File: config.mk
export PLATFORM = sky130hd
export DESIGN_NAME = axis_byte_packer_flat
export DESIGN_NICKNAME = d
export VERILOG_FILES = /design/src/rtl/axis_pkg.sv /design/src/rtl/axis_byte_packer_if.sv /design/src/rtl/axis_byte_packer.sv /design/src/flat_wrapper.sv
export SDC_FILE = /design/constraint.sdc
export NUM_CORES = 1
export LEC_CHECK = 0
export BUFFER_PORTS_ARGS = -buffer_cell sky130_fd_sc_hd__buf_2
export CORE_MARGIN = 2
export CORE_UTILIZATION = 57
export CTS_BUF_LIST = sky130_fd_sc_hd__clkbuf_16
export DETAILED_ROUTE_END_ITERATION = 10
export PLACE_DENSITY = 0.92
export SETUP_SLACK_MARGIN = 0.02
export SLEW_MARGIN = 25
export SYNTH_ARGS = -nofsm -noshare
export SYNTH_HDL_FRONTEND = slang
export SYNTH_SLANG_ARGS = --single-unit
File: constraint.sdc
create_clock -name aclk -period 2.4 [get_ports aclk]
set_input_delay 0.48 -clock aclk [delete_from_list [all_inputs] [get_ports aclk]]
set_output_delay 0.48 -clock aclk [all_outputs]
set_load 0.05 [all_outputs]
File: src/rtl/axis_pkg.sv
// rtl/axis_pkg.sv - shared AXI-Stream helpers: count-width function and lane fill value
package axis_pkg;

  localparam bit AXIS_LANE_ZERO = 1'b0;

  function automatic int clog2_min1(input int n);
    return (n <= 2) ? 1 : $clog2(n);
  endfunction

endpackage

File: src/rtl/axis_byte_packer_if.sv
// rtl/axis_byte_packer_if.sv - narrow input stream and packed output stream of the byte packer
interface axis_byte_packer_if #(
  parameter int IN_WIDTH = 8,
  parameter int RATIO    = 4
);
  logic [IN_WIDTH-1:0]       s_axis_tdata;
  logic                      s_axis_tvalid;
  logic                      s_axis_tlast;
  logic                      s_axis_tready;
  logic [IN_WIDTH*RATIO-1:0] m_axis_tdata;
  logic [RATIO-1:0]          m_axis_tkeep;
  logic                      m_axis_tlast;
  logic                      m_axis_tvalid;
  logic                      m_axis_tready;

  // slave: the packer itself; master: the surrounding source and sink
  modport slave (
    input  s_axis_tdata, s_axis_tvalid, s_axis_tlast, m_axis_tready,
    output s_axis_tready, m_axis_tdata, m_axis_tkeep, m_axis_tlast, m_axis_tvalid
  );
  modport master (
    output s_axis_tdata, s_axis_tvalid, s_axis_tlast, m_axis_tready,
    input  s_axis_tready, m_axis_tdata, m_axis_tkeep, m_axis_tlast, m_axis_tvalid
  );
endinterface

File: src/rtl/axis_byte_packer.sv
// rtl/axis_byte_packer.sv - AXI-Stream upsizer packing RATIO narrow beats into one keep-qualified word
module axis_byte_packer
  import axis_pkg::*;
#(
  parameter int IN_WIDTH = 8,
  parameter int RATIO    = 4
) (
  input  logic                aclk,
  input  logic                aresetn,
  axis_byte_packer_if.slave   bus
);

  localparam int CW = clog2_min1(RATIO);
  localparam int OW = IN_WIDTH * RATIO;

  logic [CW-1:0]    cnt;
  logic [OW-1:0]    acc;
  logic [RATIO-1:0] keep_acc;
  logic [OW-1:0]    merged_data;
  logic [RATIO-1:0] merged_keep;
  logic             xfer;
  logic             complete;

  // Ready depends only on the output register, never on the input side
  assign bus.s_axis_tready = !bus.m_axis_tvalid || bus.m_axis_tready;
  assign xfer     = bus.s_axis_tvalid && bus.s_axis_tready;
  assign complete = xfer && ((cnt == CW'(RATIO - 1)) || bus.s_axis_tlast);

  always_comb begin
    merged_data = acc;
    merged_keep = keep_acc | (RATIO'(1) << cnt);
    merged_data[int'(cnt)*IN_WIDTH +: IN_WIDTH] = bus.s_axis_tdata;
  end

  always_ff @(posedge aclk or negedge aresetn) begin
    if (!aresetn) begin
      cnt               <= '0;
      acc               <= {OW{AXIS_LANE_ZERO}};
      keep_acc          <= '0;
      bus.m_axis_tdata  <= {OW{AXIS_LANE_ZERO}};
      bus.m_axis_tkeep  <= '0;
      bus.m_axis_tlast  <= 1'b0;
      bus.m_axis_tvalid <= 1'b0;
    end else if (complete) begin
      // Loading over a draining word keeps tvalid high for full-rate streaming
      bus.m_axis_tdata  <= merged_data;
      bus.m_axis_tkeep  <= merged_keep;
      bus.m_axis_tlast  <= bus.s_axis_tlast;
      bus.m_axis_tvalid <= 1'b1;
      cnt               <= '0;
      acc               <= {OW{AXIS_LANE_ZERO}};
      keep_acc          <= '0;
    end else begin
      if (bus.m_axis_tvalid && bus.m_axis_tready)
        bus.m_axis_tvalid <= 1'b0;
      if (xfer) begin
        acc      <= merged_data;
        keep_acc <= merged_keep;
        cnt      <= cnt + CW'(1);
      end
    end
  end

endmodule
File: src/flat_wrapper.sv
// flat-port wrapper written by rule: the top's interface ports become plain ports
module axis_byte_packer_flat import axis_pkg::*;
#(
  parameter int IN_WIDTH = 8,
  parameter int RATIO    = 4
)
  (aclk, aresetn, bus_s_axis_tdata, bus_s_axis_tvalid, bus_s_axis_tlast, bus_m_axis_tready, bus_s_axis_tready, bus_m_axis_tdata, bus_m_axis_tkeep, bus_m_axis_tlast, bus_m_axis_tvalid);
  axis_byte_packer_if #(.IN_WIDTH(IN_WIDTH), .RATIO(RATIO)) bus_i ();
  input  logic aclk;
  input  logic aresetn;
  input wire logic [$bits(bus_i.s_axis_tdata)-1:0] bus_s_axis_tdata;
  input wire logic [$bits(bus_i.s_axis_tvalid)-1:0] bus_s_axis_tvalid;
  input wire logic [$bits(bus_i.s_axis_tlast)-1:0] bus_s_axis_tlast;
  input wire logic [$bits(bus_i.m_axis_tready)-1:0] bus_m_axis_tready;
  output wire logic [$bits(bus_i.s_axis_tready)-1:0] bus_s_axis_tready;
  output wire logic [$bits(bus_i.m_axis_tdata)-1:0] bus_m_axis_tdata;
  output wire logic [$bits(bus_i.m_axis_tkeep)-1:0] bus_m_axis_tkeep;
  output wire logic [$bits(bus_i.m_axis_tlast)-1:0] bus_m_axis_tlast;
  output wire logic [$bits(bus_i.m_axis_tvalid)-1:0] bus_m_axis_tvalid;
  assign bus_i.s_axis_tdata = bus_s_axis_tdata;
  assign bus_i.s_axis_tvalid = bus_s_axis_tvalid;
  assign bus_i.s_axis_tlast = bus_s_axis_tlast;
  assign bus_i.m_axis_tready = bus_m_axis_tready;
  assign bus_s_axis_tready = bus_i.s_axis_tready;
  assign bus_m_axis_tdata = bus_i.m_axis_tdata;
  assign bus_m_axis_tkeep = bus_i.m_axis_tkeep;
  assign bus_m_axis_tlast = bus_i.m_axis_tlast;
  assign bus_m_axis_tvalid = bus_i.m_axis_tvalid;
  axis_byte_packer #(.IN_WIDTH(IN_WIDTH), .RATIO(RATIO)) u_core (.aclk(aclk), .aresetn(aresetn), .bus(bus_i));
endmodule
==> out/qor.yml <==
first_iter_violations: 218
worst-setup-path-type: "reg2out"
p_leak_nw: 1.98
postSynthAreaPerCell_um2: 11.1
synth-compound-area-share: 0.267
yosysMostFrequentCell: "dfrtp_1"
power_frac_seq: 0.382
final_nets: 389
tns_ns: 0
synth_cell_types: 40
cp.arrival_ns: 1.66
overflow: 0
drc: 0
crit_required_ns: 1.92
p_sw_frac: 0.398
netlist.area_leader.share: 0.530
track_usage: 0.254
final_core_util: 0.687
gp_congestion: 0.818
grt_pass1_vias: 2785
viasPerCell: 6.42
design_area_um2: 4120
p_sw_mw: 1.68
grt_setup_unrepaired: "no"
hpwl_um: 5540
fin_total_pwr_mw: 4.22
tightest_slew_ns: 0.532
cts.sinks: 76
synth_top_family_by_area: "compound AO/OA/AOI/OAI gates"
synth_xor_area_frac: 0
hold_buffers: 0
cp_max_fo: 30
antenna_left: 0
grt-busiest-layer: "met2"
hold_class: "in2async"
slew_headroom: 0.645
grt_max_degree: 77
p_int_mw: 2.54
ys_async_sr_fraction: 1.00
max_stage_delay_ns: 0.39
ys_seq_area_frac: 0.530
wl_um: 8470
htreeDepth: 3
status: "complete, no violations"
start_kind: "flop"
drtPass1Iterations: 5
cts_resized: 0
start_util: 0.599
grt_pass1_wl_um: 14000
hold_viol: 0
num_vias: 2868
dieArea_um2: 6950
yosysTopAreaCell: "dfrtp_1"
fin_crit_sh: 0.893
synth-seq-cells: 76
cp_slowest_cell: "inv_2"
root_buffer: "clkbuf_16"
skew_ns: 0.00448
synth-edff-count: 0
synth_common_cells: "76 x dfrtp_1, 54 x a21oi_1, 35 x a31oi_1"
wl_per_cell_um: 19.0
die_y_um: 83.4
clk_pin_slew_ns: 0.05
cts_tree: "built"
die_w_um: 83.4
synth_fa_ha_area_frac: 0.0279
core_um2: 5990
nFillCells: 424
io-pin-count: 52
p_comb_frac: 0.341
period_minus_slack_ns: 2.14
placementRows: 28
setup-violations-final: 0
syn_inst: 323
cts_buffer_depth: 2
gr-usage-met2: 0.417
met3_usage: 0.0646
stdcell_count: 447
placed_cells: 432
max-vdd-ir-drop_uv: 543
yosys-top-cells-area: "dfrtp_1 53%, a21oi_1 7.5%, a31oi_1 6.1%, a22o_1 4.4%, and2b_1 3.3%"
placed_cell_area_um2: 3860
power_density_nw_per_um2: 1020
drive_gt1_frac: 0.255
synthToLayoutAreaGrowth_pct: 14.6
crit_chain: "and2b_4 -> inv_2 -> buf_2"
max_freq_ghz: 0.467
io_buffers: 51
ys_warn_count: 0
clk_latency_ns: 0.33
cts_buffers: 9
power_frac_clock: 0.277
synth.cell_area_um2: 3590
synthSimpleGateAreaFrac: 0.118
mappedNetlistNets: 344
grt.met1_usage: 0.322
report.final.slew_viol_count: 0
synthMuxAreaShare: 0
cp-end-kind: "primary output"
antenna_found_initial: 0
ys.flop_type: "dfrtp_1"
antenna_cells: 0
cts_setup_buffers: 0
max_cap_viol_count: 0
-- power groups by stage --
| stage | registers (mW) | logic, mW | clock network [mW] |
|---|---|---|---|
| finish | 1.61 | 1.44 | 1.17 |
| global route | 1.64 | 1.53 | 1.23 |
| CTS | 1.61 | 1.44 | 1.17 |
| detailed placement | 1.63 | 1.43 | 0 |
| global placement | 1.62 | 1.40 | 0 |
| floorplan | 2.18 | 0.528 | 0 |
-- placed cells by master (no fill, tap or decap), types with 2 or more instances in the layout --
master | netlist | routed
o21ai_0 | 2 | 2
and3_1 | 4 | 4
ha_1 | 8 | 8
clkbuf_16 | 0 | 9
a32oi_1 | 2 | 2
a22o_1 | 18 | 18
a21oi_1 | 54 | 54
nand2_1 | 7 | 7
and2b_1 | 16 | 16
buf_2 | 13 | 51
nand3_1 | 2 | 2
a21o_1 | 4 | 4
and4_1 | 2 | 2
a31oi_1 | 35 | 35
o2bb2ai_1 | 3 | 3
nor2_1 | 8 | 8
a22o_2 | 8 | 8
dfrtp_1 | 76 | 76
o211ai_2 | 4 | 4
o32a_1 | 4 | 4
clkinv_2 | 0 | 3
a32o_1 | 5 | 5
inv_2 | 2 | 2
inv_1 | 5 | 8
and4bb_1 | 2 | 2
nor2b_1 | 11 | 11
buf_4 | 6 | 11
-- cells by family after synthesis --
group,after synthesis
buffers and inverters,36
adder cells (fa/ha/maj),8
flip-flops,76
AND/OR/NAND/NOR,63
AO/OA/AOI/OAI,140
-- routing by layer --
layer / vias up / part of all wire
met5: - / 0
met4: 0 / 0.019
met2: 131 / 0.50
li1: 1301 / -
met1: 1419 / 0.41
met3: 17 / 0.069
-- flip-flops by register name, summed over array words and instances (netlist names) --
name / cells
u_core.bus.m_axis_tdata: 32
u_core.bus.m_axis_tlast: 1
u_core.bus.m_axis_tvalid: 1
u_core.cnt: 2
u_core.acc: 32
u_core.keep_acc: 4
u_core.bus.m_axis_tkeep: 4
-- path summary, 6_finish.rpt --
path / startpoint / to / slack, ns / depth (start not counted)
max in group asynchronous: aresetn / u_core.keep_acc[2] / 1.90 / 2
worst min-delay path: aresetn / u_core.bus.m_axis_tdata[18] / 0.14 / 2
worst max register to register: u_core.cnt[0] / u_core.bus.m_axis_tdata[17] / 0.38 / 6
worst max-delay path: u_core.bus.m_axis_tvalid / bus_s_axis_tready / 0.26 / 3
worst min register to register: u_core.keep_acc[3] / u_core.keep_acc[3] / 0.50 / 1
min in group aclk: bus_s_axis_tdata[7] / u_core.acc[7] / 0.42 / 2
-- worst max-delay path: cells and delay by family (launching register included) --
family / cells / cell delay [ns]
flip-flops: 1 / 0.38
AND/OR/NAND/NOR: 1 / 0.19
buffers and inverters: 2 / 0.75
-- stage by stage --
step	hold WS (ns)	setup WS [ns]
floorplan	0.184	0.525
global placement	0.473	0.434
detailed placement	0.479	0.396
CTS	0.190	0.265
global route	0.210	0.196
finish	0.141	0.257
-- final cells by class --
type	count	area (um^2)	area share
Multi-Input combinational cell	211	1480	0.361
Clock inverter	6	26.3	0.00638
Sequential cell	76	1900	0.462
Timing Repair Buffer	63	358	0.0870
Inverter	7	26.3	0.00638
Clock buffer	9	225	0.0547
Tap cell	75	93.8	0.0228
No activity file was read; power rests on OpenSTA's default activity.
